**src/rtl/alu_pkg.sv**
```systemverilog
// Shared types and constants for the ALU issue/response slice.
package alu_pkg;

    localparam int ALU_WIDTH   = 32;
    localparam int ALU_LATENCY = 4;
    localparam int ALU_DEPTH   = 4;

    localparam logic OP_MULT = 1'b0;
    localparam logic OP_ADD  = 1'b1;

    typedef struct packed {
        logic                 op;
        logic [ALU_WIDTH-1:0] data;
    } alu_resp_t;

    typedef struct packed {
        logic valid;
        logic op;
    } alu_tag_t;

endpackage

```
**src/rtl/alu_issue_if.sv**
```systemverilog
// Request, ALU-side and response signals of the issue stage.
interface alu_issue_if #(parameter int WIDTH = 32);

    logic             req_valid;
    logic             req_ready;
    logic [WIDTH-1:0] req_in0;
    logic [WIDTH-1:0] req_in1;
    logic             req_op;

    logic [WIDTH-1:0] alu_in0;
    logic [WIDTH-1:0] alu_in1;
    logic             alu_opsel;
    logic [WIDTH-1:0] alu_out;

    logic             resp_valid;
    logic             resp_ready;
    logic [WIDTH-1:0] resp_data;
    logic             resp_op;

    modport slave (
        input  req_valid, req_in0, req_in1, req_op, alu_out, resp_ready,
        output req_ready, alu_in0, alu_in1, alu_opsel, resp_valid, resp_data, resp_op
    );

    modport master (
        output req_valid, req_in0, req_in1, req_op, alu_out, resp_ready,
        input  req_ready, alu_in0, alu_in1, alu_opsel, resp_valid, resp_data, resp_op
    );

endinterface

```
**src/rtl/alu_resp_fifo.sv**
```systemverilog
// Synchronous circular FIFO; head is presented combinationally, zero when empty.
module alu_resp_fifo #(
    parameter int DEPTH = 4,
    parameter int WIDTH = 33
) (
    input  logic             clk,
    input  logic             reset,
    input  logic             push,
    input  logic [WIDTH-1:0] push_data,
    input  logic             pop,
    output logic [WIDTH-1:0] head_data,
    output logic             full,
    output logic             empty
);

    localparam int PW = (DEPTH > 1) ? $clog2(DEPTH) : 1;
    localparam int CW = $clog2(DEPTH + 1);

    logic [WIDTH-1:0] mem [DEPTH];
    logic [PW-1:0]    wr_ptr;
    logic [PW-1:0]    rd_ptr;
    logic [CW-1:0]    count;
    logic             do_pop;

    function automatic logic [PW-1:0] next_ptr(input logic [PW-1:0] p);
        return (p == PW'(DEPTH - 1)) ? '0 : p + PW'(1);
    endfunction

    assign full      = (count == CW'(DEPTH));
    assign empty     = (count == '0);
    assign do_pop    = pop & ~empty;
    assign head_data = empty ? '0 : mem[rd_ptr];

    always_ff @(posedge clk) begin
        if (reset) begin
            wr_ptr <= '0;
            rd_ptr <= '0;
            count  <= '0;
        end else begin
            if (push)   wr_ptr <= next_ptr(wr_ptr);
            if (do_pop) rd_ptr <= next_ptr(rd_ptr);
            if (push && !do_pop)      count <= count + CW'(1);
            else if (do_pop && !push) count <= count - CW'(1);
        end
    end

    // NOTE: storage is deliberately not reset; the empty flag masks stale
    // contents, so only pointers and count need a reset value.
    always_ff @(posedge clk) begin
        if (push) mem[wr_ptr] <= push_data;
    end

endmodule

```
**src/rtl/alu_issue.sv**
```systemverilog
// Issue stage for a fixed-latency add/mult ALU: operand drive, tag pipeline,
// credit counter and in-order response FIFO.
module alu_issue
    import alu_pkg::*;
#(
    parameter int WIDTH   = ALU_WIDTH,
    parameter int LATENCY = ALU_LATENCY,
    parameter int DEPTH   = ALU_DEPTH
) (
    input logic        clk,
    input logic        reset,
    alu_issue_if.slave bus
);

    localparam int CW = $clog2(DEPTH + 1);

    logic          fire;
    logic          pop;
    logic [CW-1:0] outstanding;
    logic [CW-1:0] outstanding_d;
    alu_tag_t      tag_q [LATENCY];
    alu_tag_t      tag_last;
    alu_resp_t     push_entry;
    alu_resp_t     head_entry;
    logic          fifo_full;
    logic          fifo_empty;

    // Ready depends only on the credit register, never on req_valid/resp_ready.
    assign bus.req_ready = (outstanding < CW'(DEPTH));
    assign fire          = bus.req_valid & bus.req_ready;
    assign pop           = bus.resp_valid & bus.resp_ready;

    assign bus.alu_in0 = fire ? bus.req_in0 : '0;
    assign bus.alu_in1 = fire ? bus.req_in1 : '0;

    assign tag_last      = tag_q[LATENCY-1];
    assign bus.alu_opsel = tag_last.valid & tag_last.op;

    // NOTE: sequential state uses non-blocking assignments so every stage
    // shifts from its pre-edge value, independent of statement order.
    always_ff @(posedge clk) begin
        if (reset) begin
            for (int i = 0; i < LATENCY; i++) tag_q[i] <= '0;
        end else begin
            tag_q[0] <= '{valid: fire, op: bus.req_op};
            for (int i = 1; i < LATENCY; i++) tag_q[i] <= tag_q[i-1];
        end
    end

    // NOTE: default assigned first so no path through this block leaves
    // outstanding_d unassigned and infers a latch.
    always_comb begin
        outstanding_d = outstanding;
        if (fire && !pop)      outstanding_d = outstanding + CW'(1);
        else if (pop && !fire) outstanding_d = outstanding - CW'(1);
    end

    always_ff @(posedge clk) begin
        if (reset) outstanding <= '0;
        else       outstanding <= outstanding_d;
    end

    assign push_entry = '{op: tag_last.op, data: bus.alu_out};

    alu_resp_fifo #(
        .DEPTH (DEPTH),
        .WIDTH ($bits(alu_resp_t))
    ) u_resp_fifo (
        .clk       (clk),
        .reset     (reset),
        .push      (tag_last.valid),
        .push_data (push_entry),
        .pop       (pop),
        .head_data (head_entry),
        .full      (fifo_full),
        .empty     (fifo_empty)
    );

    assign bus.resp_valid = ~fifo_empty;
    assign bus.resp_data  = head_entry.data;
    assign bus.resp_op    = head_entry.op;

    // Credits guarantee a result always has a slot unless the head leaves too.
    push_into_full: assert property (@(posedge clk) disable iff (reset)
        !(tag_last.valid && fifo_full && !pop));

endmodule

```
**src/flat_wrapper.sv**
```systemverilog
// flat-port wrapper written by rule: the top's interface ports become plain ports
module alu_issue_flat import alu_pkg::*;
#(
    parameter int WIDTH   = ALU_WIDTH,
    parameter int LATENCY = ALU_LATENCY,
    parameter int DEPTH   = ALU_DEPTH
)
  (clk, reset, bus_req_valid, bus_req_in0, bus_req_in1, bus_req_op, bus_alu_out, bus_resp_ready, bus_req_ready, bus_alu_in0, bus_alu_in1, bus_alu_opsel, bus_resp_valid, bus_resp_data, bus_resp_op);
  alu_issue_if #(.WIDTH(WIDTH)) bus_i ();
  input logic clk;
  input logic reset;
  input wire logic [$bits(bus_i.req_valid)-1:0] bus_req_valid;
  input wire logic [$bits(bus_i.req_in0)-1:0] bus_req_in0;
  input wire logic [$bits(bus_i.req_in1)-1:0] bus_req_in1;
  input wire logic [$bits(bus_i.req_op)-1:0] bus_req_op;
  input wire logic [$bits(bus_i.alu_out)-1:0] bus_alu_out;
  input wire logic [$bits(bus_i.resp_ready)-1:0] bus_resp_ready;
  output wire logic [$bits(bus_i.req_ready)-1:0] bus_req_ready;
  output wire logic [$bits(bus_i.alu_in0)-1:0] bus_alu_in0;
  output wire logic [$bits(bus_i.alu_in1)-1:0] bus_alu_in1;
  output wire logic [$bits(bus_i.alu_opsel)-1:0] bus_alu_opsel;
  output wire logic [$bits(bus_i.resp_valid)-1:0] bus_resp_valid;
  output wire logic [$bits(bus_i.resp_data)-1:0] bus_resp_data;
  output wire logic [$bits(bus_i.resp_op)-1:0] bus_resp_op;
  assign bus_i.req_valid = bus_req_valid;
  assign bus_i.req_in0 = bus_req_in0;
  assign bus_i.req_in1 = bus_req_in1;
  assign bus_i.req_op = bus_req_op;
  assign bus_i.alu_out = bus_alu_out;
  assign bus_i.resp_ready = bus_resp_ready;
  assign bus_req_ready = bus_i.req_ready;
  assign bus_alu_in0 = bus_i.alu_in0;
  assign bus_alu_in1 = bus_i.alu_in1;
  assign bus_alu_opsel = bus_i.alu_opsel;
  assign bus_resp_valid = bus_i.resp_valid;
  assign bus_resp_data = bus_i.resp_data;
  assign bus_resp_op = bus_i.resp_op;
  alu_issue #(.WIDTH(WIDTH), .LATENCY(LATENCY), .DEPTH(DEPTH)) u_core (.clk(clk), .reset(reset), .bus(bus_i));
endmodule
```
**config.mk**
```make
export PLATFORM = sky130hd
export DESIGN_NAME = alu_issue_flat
export DESIGN_NICKNAME = d
export VERILOG_FILES = /design/src/rtl/alu_pkg.sv /design/src/rtl/alu_issue_if.sv /design/src/rtl/alu_resp_fifo.sv /design/src/rtl/alu_issue.sv /design/src/flat_wrapper.sv
export SDC_FILE = /design/constraint.sdc
export NUM_CORES = 1
export LEC_CHECK = 0
export ABC_CLOCK_PERIOD_IN_PS = 4700
export CORE_ASPECT_RATIO = 0.8
export CORE_UTILIZATION = 50
export DETAILED_ROUTE_END_ITERATION = 10
export GPL_TIMING_DRIVEN = 0
export PLACE_DENSITY = 0.85
export SETUP_SLACK_MARGIN = 0.15
export SYNTH_ARGS = -nofsm -noshare
export SYNTH_HDL_FRONTEND = slang
export SYNTH_SLANG_ARGS = --single-unit
```
**constraint.sdc**
```tcl
create_clock -name clk -period 4.7 [get_ports clk]
set_clock_uncertainty 0.2 [all_clocks]
set_input_delay 0.94 -clock clk [delete_from_list [all_inputs] [get_ports clk]]
set_output_delay 0.94 -clock clk [all_outputs]
set_load 0.01 [all_outputs]
```
Word-level counts from Yosys, hierarchy flattened --
Memories as Yosys holds them, arrays and structs flattened. A register that Yosys moved wholly into a read port is not among the register bits. Index checks and enable logic that the tools add are counted.
Storage, ports and cells: register bits after elaboration 10, memory bits (writable) 140, bits of input ports 101, output and inout bits 100, logic and storage cells 55, memories 2
Memory list:
- u_core.u_resp_fifo.mem | depth 4, width 33, read ports 1, clocked after memory_dff 1, wr ports 1, RTL line alu_resp_fifo.sv:19 | logic [WIDTH-1:0] mem [DEPTH];
- u_core.tag_q | depth 4, width 2, read ports 4, clocked after memory_dff 0, wr ports 4, RTL line alu_issue.sv:21 | alu_tag_t tag_q [LATENCY];
Operators by class: add/subtract/negate cells 6, order comparisons 1, equality and inequality tests 2, muxes and demuxes 20, bitwise logic cells 9, reduce and logical (&&, ||, !) cells 11
Operators by type and width (count):
- $mux W32 | 2
- $mux W33 | 1
- $mux W2 | 8
- $mux W3 | 4
- $add A3 B1 Y3 const B | 2
- $sub A3 B1 Y3 const B | 2
- $mux W1 | 5
- $add A2 B1 Y2 const B | 2
- $and A1 B1 Y1 | 4
- $eq A2 B2 Y1 const B | 2
- $logic_and A1 B1 Y1 | 4
- $logic_not A1 Y1 | 4
- $or A1 B1 Y1 | 4
- $reduce_bool A2 Y1 | 2
- $logic_not A3 Y1 | 1
- $lt A3 B3 Y1 const B | 1
- $not A1 Y1 | 1

Depth between registers and ports, before layout --
depth in word-level cells 7, mapped depth 8, depth with buffers taken out 7

By module --
A second synthesis with hierarchy kept.
Unflattened totals: cell total of the unflattened synthesis 361, area, all modules 6264.8 um^2
Modules (own cells, without submodules):
- alu_resp_fifo | times used 1, cells each 253, area an instance 5436.5 um^2, seq. area each 4144.0 um^2
- alu_issue | times used 1, cells each 108, area an instance 828.3 um^2, seq. area each 220.2 um^2

Worst setup path before layout --
No wires, ideal clock.
path kind in2out, from in bus_req_valid, to out bus_alu_in0[11], arrival 1.739 ns, required time 3.560 ns, path slack 1.821 ns, stages 4, path buffers 2, cells stage by stage nor2b_1 clkbuf_1 clkbuf_1 and2_1
On the way: longest elaborated chain between the ends 2
Ends and longest elaborated chain:
- start: declaration | RTL line flat_wrapper.sv:12 | input wire logic [$bits(bus_i.req_valid)-1:0] bus_req_valid;
- $and A1 B1 Y1 | RTL line alu_issue.sv:30 | assign fire = bus.req_valid & bus.req_ready;
- $mux W32 | RTL line alu_issue.sv:33 | assign bus.alu_in0 = fire ? bus.req_in0 : '0;
- end: declaration | RTL line flat_wrapper.sv:19 | output wire logic [$bits(bus_i.alu_in0)-1:0] bus_alu_in0;
Every way passes these cells.

Worst setup path in the final report --
from in bus_req_valid, to out bus_alu_in0[14]
Same word-level chain as after synthesis.

==> flow_summary.yaml <==
clock_network:
  cts_sinks: 152
  cts_buffers: 17
  path_clk_slew_ns: 0.06
  cts_resized: 0
  cts_tree: "built"
  clkLatencyLatePin_ns: 0.41
  clock_path_buffers: 2
  cts_hold_buf: 0
  cts-htree-levels: 4
  cts_setup_buffers: 0
  root_buffer: "clkbuf_16"
detailed_routing:
  routed_wl_um: 13900
  drc_errors: 0
  drt_iter0_drc: 199
  wl_per_cell_um: 18.8
  postRouteAntennaNets: 0
  vias_per_cell: 5.14
  dr.pass1.iters: 7
  num_vias: 3815
cells_and_area:
  syn_to_final_growth_pct: 45.4
  drive_gt1_share_pct: 12.4
  fin_nets: 687
  antenna_cells: 0
  n_fill_cell: 748
sta:
  fin_crit_ns: 4.22
  fmax_ghz: 0.237
  period_share_pct: 89.8
  slew_violations: 0
  slew_headroom_pct: 37.4
  final.setup.tns_ns: 0
  setup_violations: 0
  hold_viol: 0
  worst_pin_slew_ns: 0.939
  rsz0062_at_grt: "no"
global_route:
  antenna_found_initial: 0
  grt_max_degree: 34
  grt_pass1_wl_um: 21300
  overflow: 0
  grt_pass1_vias: 4059
  grtUsageTotal_pct: 23.0
floorplan:
  io_pins: 201
  die_area_um2: 12900
  fp.dieW_um: 127
  row_count: 36
  start_util_pct: 51.3
  die_height_um: 102
  coreArea_um2: 12200
setup_path:
  crit_fanout: 10
  worstPathRequired_ns: 3.56
  cp-start-kind: "primary input"
  critPathCaptureType: "output port"
  critPathArrivalTime_ns: 3.08
  worstSetupPathType: "in2out"
pwr:
  internal-power_mw: 3.19
  switching_power_mw: 1.08
  p_leak_nw: 3.06
  p_comb_share_pct: 30.5
  power_frac_clock_pct: 33.7
  p_seq_share_pct: 35.8
  p_per_area_nw_per_um2: 471
  swShare_pct: 25.3
  power_mw: 4.28
  ir_drop_mv: 0.300
place:
  gp_congestion: 0.933
  dp_hpwl_um: 9580
  port-buffer-count: 200
yosys:
  synthDistinctLibCells: 20
  ys_seq_area_share_pct: 70.0
  synth_flop_cell: "edfxtp_1"
  netlist_top_cells_count: "edfxtp_1 (132), and2_1 (69), nor2b_1 (42)"
  synth_nets: 468
  synth.avg_cell_area_um2: 17.4
  yosysMostFrequentCell: "edfxtp_1"
  async_reset_ff_share_pct: 0
  netlist_area_um2: 6240
  synthTopCellsByArea: "edfxtp_1 (64%), mux4_2 (12%), and2_1 (6.9%)"
  synth_edf_count: 132
  ys_ff_latch: 152
  yosys_warnings: 0
  synth_top_area_cell: "edfxtp_1"
  synth_top_cell_area_share_pct: 63.6
  synthCells: 358
run:
  maxCapViolCount: 0
outcome:
  status: "finished, final reports clean"
hold_path:
  hp-class: "reg2reg"
[logic make-up after synthesis]
group | synth area share [%]
AO/OA/AOI/OAI | 0.522
adder cells (fa/ha/maj) | 2.05
buffers and inverters | 2.05
flip-flops | 70.0
XOR/XNOR | 0.562
AND/OR/NAND/NOR | 12.1
multiplexers | 12.7
[worst paths after layout]
path              depth (start not counted)                        start                     to  slack (ns)
setup reg to reg                          7  u_core.u_resp_fifo.count[0]  u_core.outstanding[2]        1.99
hold reg to reg                           1           u_core.tag_q[0][1]     u_core.tag_q[0][3]        0.25
setup / recovery                          6                bus_req_valid        bus_alu_in0[14]        0.48
hold / removal                            1           u_core.tag_q[0][1]     u_core.tag_q[0][3]        0.25
[power groups by stage]
stage / Combinational, mW / Clock [mW] / Sequential (mW)
2_1_floorplan: 0.695 / 0 / 1.55
6_report: 1.30 / 1.44 / 1.53
4_1_cts: 1.32 / 1.47 / 1.53
3_5_place_dp: 1.31 / 0 / 1.56
5_1_grt: 1.41 / 1.51 / 1.53
3_3_place_gp: 1.30 / 0 / 1.55
[cell usage in the layout, fill, tap and decap left out, drive strengths merged]
cell type      Yosys  layout
a21oi              3       3
and2              69      69
buf                7       7
bufinv             0       5
clkbuf            12      31
clkdlybuf4s50      0     200
clkinv             0       3
clkinvlp           0       4
dfxtp             20      20
edfxtp           132     132
fa                 2       2
ha                 7       7
inv                6       7
mux2i              5       5
mux4              33      33
nand2              1       1
nor2               8       8
nor2b             42      42
nor3               1       1
o21ai              2       2
o31ai              1       1
or3                3       3
xor2               4       4
[stage by stage]
stage | utilization (%) | hold slack, ns | instance area (um2) | setup WS (ns) | std cells
after floorplan | - | 0.214 | 6240 | 1.82 | 358
after global placement | 69.3 | 0.222 | 8430 | 0.509 | 710
final | 74.6 | 0.247 | 9070 | 0.478 | 742
after global routing | 74.6 | 0.268 | 9070 | 0.271 | 742
after CTS | 74.6 | 0.243 | 9070 | 0.462 | 742
after detailed placement | 69.4 | 0.234 | 8430 | 0.467 | 710
[area by class of cell]
class | count | area, um2 | area share (%)
repair buffers | 200 | 2000 | 22.1
well taps | 152 | 190 | 2.10
clock buffers | 19 | 433 | 4.77
flip-flops and latches | 152 | 4360 | 48.1
clock inverters | 13 | 201 | 2.22
plain buffers | 19 | 105 | 1.16
inverters | 6 | 22.5 | 0.248
multi-input cells | 181 | 1750 | 19.3
[sequential cells by signal, indices dropped and copies added (netlist names), named ones only]
signal,cells
u_core.outstanding,3
u_core.tag_q,8
u_core.u_resp_fifo.mem,132
u_core.u_resp_fifo.wr_ptr,2
u_core.u_resp_fifo.count,3
u_core.u_resp_fifo.rd_ptr,2
[layer usage]
layer  up-vias  routed length, um  global-route usage [%]
li1       1763                  -                       -
met1      1878               5460                    26.9
met2       159               7320                    41.0
met3        15                941                    6.44
met4         0                204                    8.97
met5         -                  0                       0
[critical path: stages]
cell and delay, ns:
clkdlybuf4s50_1 0.44, nor2b_1 0.23, clkbuf_1 0.34, clkbuf_1 0.34, and2_1 0.19, clkdlybuf4s50_1 0.59
Power figures use the tool's default switching activity.
